===== config.mk =====
export PLATFORM = sky130hd
export DESIGN_NAME = dictionary_loader_flat
export DESIGN_NICKNAME = d
export VERILOG_FILES = /design/src/rtl/dictionary_loader_if.sv /design/src/rtl/dictionary_loader.sv /design/src/flat_wrapper.sv
export SDC_FILE = /design/constraint.sdc
export NUM_CORES = 1
export LEC_CHECK = 0
export BUFFER_PORTS_ARGS = -buffer_cell sky130_fd_sc_hd__buf_4
export CORE_AREA = 2 2 85 87
export DETAILED_ROUTE_END_ITERATION = 10
export DIE_AREA = 0 0 87 89
export HOLD_SLACK_MARGIN = 0.12
export PLACE_DENSITY_LB_ADDON = 0.08
export SYNTH_ARGS = -nofsm -noshare
export SYNTH_HDL_FRONTEND = slang
export SYNTH_SLANG_ARGS = --single-unit
export TNS_END_PERCENT = 10

===== constraint.sdc =====
create_clock -name clk -period 2.31 [get_ports clk]
set_input_delay 0.462 -clock clk [delete_from_list [all_inputs] [get_ports clk]]
set_output_delay 0.462 -clock clk [all_outputs]
set_load 0.1 [all_outputs]

===== src/rtl/dictionary_loader_if.sv =====
// Handshake bundle for dictionary_loader: valid/ready source side plus dictionary write burst side.
// master = upstream source and dictionary, slave = loader.
interface dictionary_loader_if #(
  parameter int VAL_WIDTH = 7
);
  logic                 in_valid;
  logic                 in_ready;
  logic [VAL_WIDTH-1:0] in_val;
  logic                 write_enable;
  logic [VAL_WIDTH-1:0] write_val;

  modport master (
    output in_valid,
    output in_val,
    input  in_ready,
    input  write_enable,
    input  write_val
  );

  modport slave (
    input  in_valid,
    input  in_val,
    output in_ready,
    output write_enable,
    output write_val
  );
endinterface


===== src/rtl/dictionary_loader.sv =====
// Collects 2**KEY_WIDTH values from a valid/ready source, then replays them as one gapless write burst.
// Optional duplicate detection is enabled by defining DICTIONARY_LOADER_DUP_CHECK_EN.
module dictionary_loader #(
  parameter int KEY_WIDTH = 3,
  parameter int VAL_WIDTH = 7
) (
  input  logic                clk,
  input  logic                reset,
  input  logic                start,
  dictionary_loader_if.slave  bus,
  output logic                busy,
  output logic                done,
  output logic                dict_loaded,
  output logic                dup_err
);
  localparam int N = 2**KEY_WIDTH;

  typedef logic [KEY_WIDTH:0] cnt_t;
  localparam cnt_t LAST = cnt_t'(N - 1);

  typedef enum logic [1:0] {IDLE, FILL, BURST, DONE} state_t;

  state_t               state;
  cnt_t                 fill_cnt;
  cnt_t                 burst_cnt;
  logic [VAL_WIDTH-1:0] val_buf [N];
  logic [KEY_WIDTH-1:0] burst_idx_nxt;
  logic                 xfer;
  logic                 dup_hit;

  assign xfer          = (state == FILL) && bus.in_valid && bus.in_ready;
  assign burst_idx_nxt = burst_cnt[KEY_WIDTH-1:0] + KEY_WIDTH'(1);

`ifdef DICTIONARY_LOADER_DUP_CHECK_EN
  always_comb begin
    dup_hit = 1'b0;
    for (int unsigned i = 0; i < N; i++) begin
      if ((cnt_t'(i) < fill_cnt) && (val_buf[i] == bus.in_val)) dup_hit = 1'b1;
    end
  end
`else
  assign dup_hit = 1'b0;
`endif

  // Buffer has no reset; its contents are only read after a complete fill.
  always_ff @(posedge clk) begin
    if (xfer) val_buf[fill_cnt[KEY_WIDTH-1:0]] <= bus.in_val;
  end

  always_ff @(posedge clk or posedge reset) begin
    if (reset) begin
      state            <= IDLE;
      fill_cnt         <= '0;
      burst_cnt        <= '0;
      bus.in_ready     <= 1'b0;
      bus.write_enable <= 1'b0;
      bus.write_val    <= '0;
      busy             <= 1'b0;
      done             <= 1'b0;
      dict_loaded      <= 1'b0;
      dup_err          <= 1'b0;
    end else begin
      done <= 1'b0;
      unique case (state)
        IDLE, DONE: begin
          if (start) begin
            state        <= FILL;
            fill_cnt     <= '0;
            bus.in_ready <= 1'b1;
            busy         <= 1'b1;
            dict_loaded  <= 1'b0;
            dup_err      <= 1'b0;
          end
        end
        FILL: begin
          if (xfer) begin
            fill_cnt <= fill_cnt + cnt_t'(1);
            if (dup_hit) dup_err <= 1'b1;
            // Entry 0 is already stored, so burst cycle 0 can start on the edge of the last transfer.
            if (fill_cnt == LAST) begin
              state            <= BURST;
              bus.in_ready     <= 1'b0;
              burst_cnt        <= '0;
              bus.write_enable <= 1'b1;
              bus.write_val    <= val_buf[0];
            end
          end
        end
        BURST: begin
          if (burst_cnt == LAST) begin
            state            <= DONE;
            bus.write_enable <= 1'b0;
            bus.write_val    <= '0;
            busy             <= 1'b0;
            done             <= 1'b1;
            dict_loaded      <= 1'b1;
          end else begin
            burst_cnt     <= burst_cnt + cnt_t'(1);
            bus.write_val <= val_buf[burst_idx_nxt];
          end
        end
        default: state <= IDLE;
      endcase
    end
  end
endmodule


===== src/flat_wrapper.sv =====
// flat-port wrapper written by rule: the top's interface ports become plain ports
module dictionary_loader_flat 
#(
  parameter int KEY_WIDTH = 3,
  parameter int VAL_WIDTH = 7
)
  (clk, reset, start, busy, done, dict_loaded, dup_err, bus_in_valid, bus_in_val, bus_in_ready, bus_write_enable, bus_write_val);
  dictionary_loader_if #(.VAL_WIDTH(VAL_WIDTH)) bus_i ();
  input  logic clk;
  input  logic reset;
  input  logic start;
  output logic busy;
  output logic done;
  output logic dict_loaded;
  output logic dup_err;
  input wire logic [$bits(bus_i.in_valid)-1:0] bus_in_valid;
  input wire logic [$bits(bus_i.in_val)-1:0] bus_in_val;
  output wire logic [$bits(bus_i.in_ready)-1:0] bus_in_ready;
  output wire logic [$bits(bus_i.write_enable)-1:0] bus_write_enable;
  output wire logic [$bits(bus_i.write_val)-1:0] bus_write_val;
  assign bus_i.in_valid = bus_in_valid;
  assign bus_i.in_val = bus_in_val;
  assign bus_in_ready = bus_i.in_ready;
  assign bus_write_enable = bus_i.write_enable;
  assign bus_write_val = bus_i.write_val;
  dictionary_loader #(.KEY_WIDTH(KEY_WIDTH), .VAL_WIDTH(VAL_WIDTH)) u_core (.clk(clk), .reset(reset), .start(start), .bus(bus_i), .busy(busy), .done(done), .dict_loaded(dict_loaded), .dup_err(dup_err));
endmodule

==> out/metrics.yaml <==
netlist.area_leader.share_pct: 49.05
htree_levels: 3
setup_viol: 0
portBuffers: 22
leakage_uw: 0.001467
cts.sinks: 78
rsz0062_at_grt: "false"
boundaryPins: 24
row_count: 30
drive_above_1_share_pct: 24.73
cts_hold_buf: 1
pre_cts_ws_ns: 0.1241
max_freq_ghz: 0.4503
synth_cell_types: 39
fillCellCount: 519
synth_edf_count: 56
vias: 2057
grt_max_degree: 17
setup-tns-final_ns: 0
ys.flop_type: "edfxtp_1"
diodes: 0
synth_area_leaders: "edfxtp_1, dfrtp_1, mux4_1"
end_kind: "flip-flop"
cp_data_required_time_ns: 2.54
synth-async-reset-ratio_pct: 28.21
grt_overflow: 0
start_util_pct: 51.02
hold_class: "in2reg"
antenna_found_initial: 0
gp_congestion: 0.7719
syn2layout_area_growth_pct: 15.58
grt.total_usage_pct: 18.39
critPathArrivalTime_ns: 2.46
synthTopCellsByCount: "edfxtp_1, dfrtp_1, a21oi_1, nor2_1, o21ai_0"
hold_viol_final: 0
final_antenna_net_count: 0
drc: 0
drv_slew: 0
avgRoutedWirePerCell_um: 18.52
power.density_mw_per_mm2: 1177
postPlaceCellArea_mm2: 0.003765
layout_setup_ws_ns: 0.08910
fin_crit_sh_pct: 96.14
via_per_inst: 5.794
clock_latency_ns: 0.35
clock-root-buffer: "clkbuf_8"
path_clk_slew_ns: 0.09
dieArea_mm2: 0.007743
max_cap_viol_count: 0
wl_um: 6574
die_y_um: 89
fin_nets: 286
hpwl_um: 4334
finalClockSkew_ns: 0.01119
cts_setup_buffers: 0
start_kind: "flip-flop"
syn_area_per_cell_um2: 14.91
postSynthRegisterBits: 78
crit_type: "reg2reg"
cts_tree: "yes"
post_synth_inst_count: 230
critPathMaxFanout: 15
yosysTopAreaCell: "edfxtp_1"
yosysMostFrequentCell: "edfxtp_1"
ys_warn_count: 0
core_area_mm2: 0.006719
grt_pass1_vias: 1966
status: "complete, no violations"
die_width_um: 87
stdcell_area_mm2: 0.003963
cts_buffers: 9
yosysSeqAreaShare_pct: 65.11
clockBufferDepth: 2
syn_area_mm2: 0.003428
dr.pass1.iters: 4
cts_resized: 0
drt_iter0_drc: 147
syn_nets: 246
period_needed_ns: 2.221
grt_first_pass_wirelength_um: 10410
ir_worst_vdd_mv: 0.5195
[report_power, final]
part	total, uW	internal (uW)	switching [uW]
sequential	1770	1660	107
clock	973	414	559
combinational	1920	686	1240
total	4660	2760	1900
[worst max-delay path, cell delays in order, from the launching register on]
cell and delay, ns:
dfrtp_1 0.42, ha_1 0.33, buf_12 0.17, mux4_1 0.58, mux2_2 0.28, a22oi_1 0.22, a21oi_1 0.10
[final cells by class]
| cell class | instances | area, um2 | share of cell area [%] |
|---|---|---|---|
| sequential | 78 | 2233 | 56.36 |
| multi-input combinational | 134 | 1084 | 27.34 |
| timing repair buffer | 41 | 335.3 | 8.462 |
| clock buffer | 9 | 123.9 | 3.126 |
| tap | 80 | 100.1 | 2.526 |
| clock inverter | 7 | 63.81 | 1.610 |
| inverter | 6 | 22.52 | 0.5684 |
[metrics by stage]
step	cells	util [%]	hold slack (ns)	total power [uW]
floorplan	230	-	0.4512	3264
global placement	338	56.03	0.4617	3704
detailed placement	338	56.03	0.4717	3723
CTS	355	58.98	0.3277	4700
global route	355	58.98	0.3277	4912
finish	355	58.98	0.3441	4663
[layer usage]
metal / vias up / GRT usage (%) / wire, um
met3: 10 / 3.693 / 211
li1: 975 / - / -
met1: 1033 / 27.29 / 3339
met2: 39 / 26.72 / 2914
met4: 0 / 7.670 / 108
met5: - / 0 / 0
[logic make-up (layout without fill, tap and decap cells)]
logic type      after synthesis  after routing  share of synthesized area (%)
flops                        78             78                          65.11
fa+ha+maj                     5              5                          1.825
other cells                   1              1                         0.1094
simple gates                 55             55                          7.774
mux                          22             22                          13.21
xor+xnor                      1              1                         0.4746
buf+inv                      18             63                          3.284
compound gates               50             50                          8.212
[path summary, 6_finish.rpt]
check,startpoint,end,slack (ns),depth (start not counted)
setup / recovery,u_core.burst_cnt[1],u_core.bus.write_val[3],0.09,6
hold / removal,bus_in_val[3],u_core.val_buf[7][3],0.34,1
setup reg to reg,u_core.burst_cnt[1],u_core.bus.write_val[3],0.09,6
hold reg to reg,u_core.state[1],u_core.state[1],0.52,1
max in group asynchronous,reset,u_core.fill_cnt[3],1.19,4
min in group asynchronous,reset,u_core.burst_cnt[1],0.64,3
[layout by cell type, fill, tap and decap left out, drive strengths merged]
master	netlist	final
a21oi	20	20
or3	1	1
a31oi	2	2
nor2	21	21
nand2	10	10
inv	6	10
nand3b	1	1
o221ai	1	1
dfrtp	22	22
a21o	1	1
nor3b	1	1
mux4	14	14
and2	1	1
mux2	7	7
a22oi	7	7
dlygate4sd3	0	1
and3	3	3
o21ai	17	17
nor2b	1	1
nand3	2	2
clkinvlp	0	2
clkinv	0	1
nand4	5	5
edfxtp	56	56
buf	4	40
clkbuf	7	9
o21a	1	1
and3b	1	1
nand2b	2	2
nor3	5	5
a211oi	1	1
ha	5	5
mux2i	1	1
conb	1	1
nor4	1	1
xor2	1	1
[sequential cells by signal (all words and copies together) (netlist names), 2 cells and up]
name and cells:
u_core.val_buf 56, u_core.burst_cnt 4, u_core.state 2, u_core.fill_cnt 4, u_core.bus.write_val 7
(Power assumes the default switching activity.)
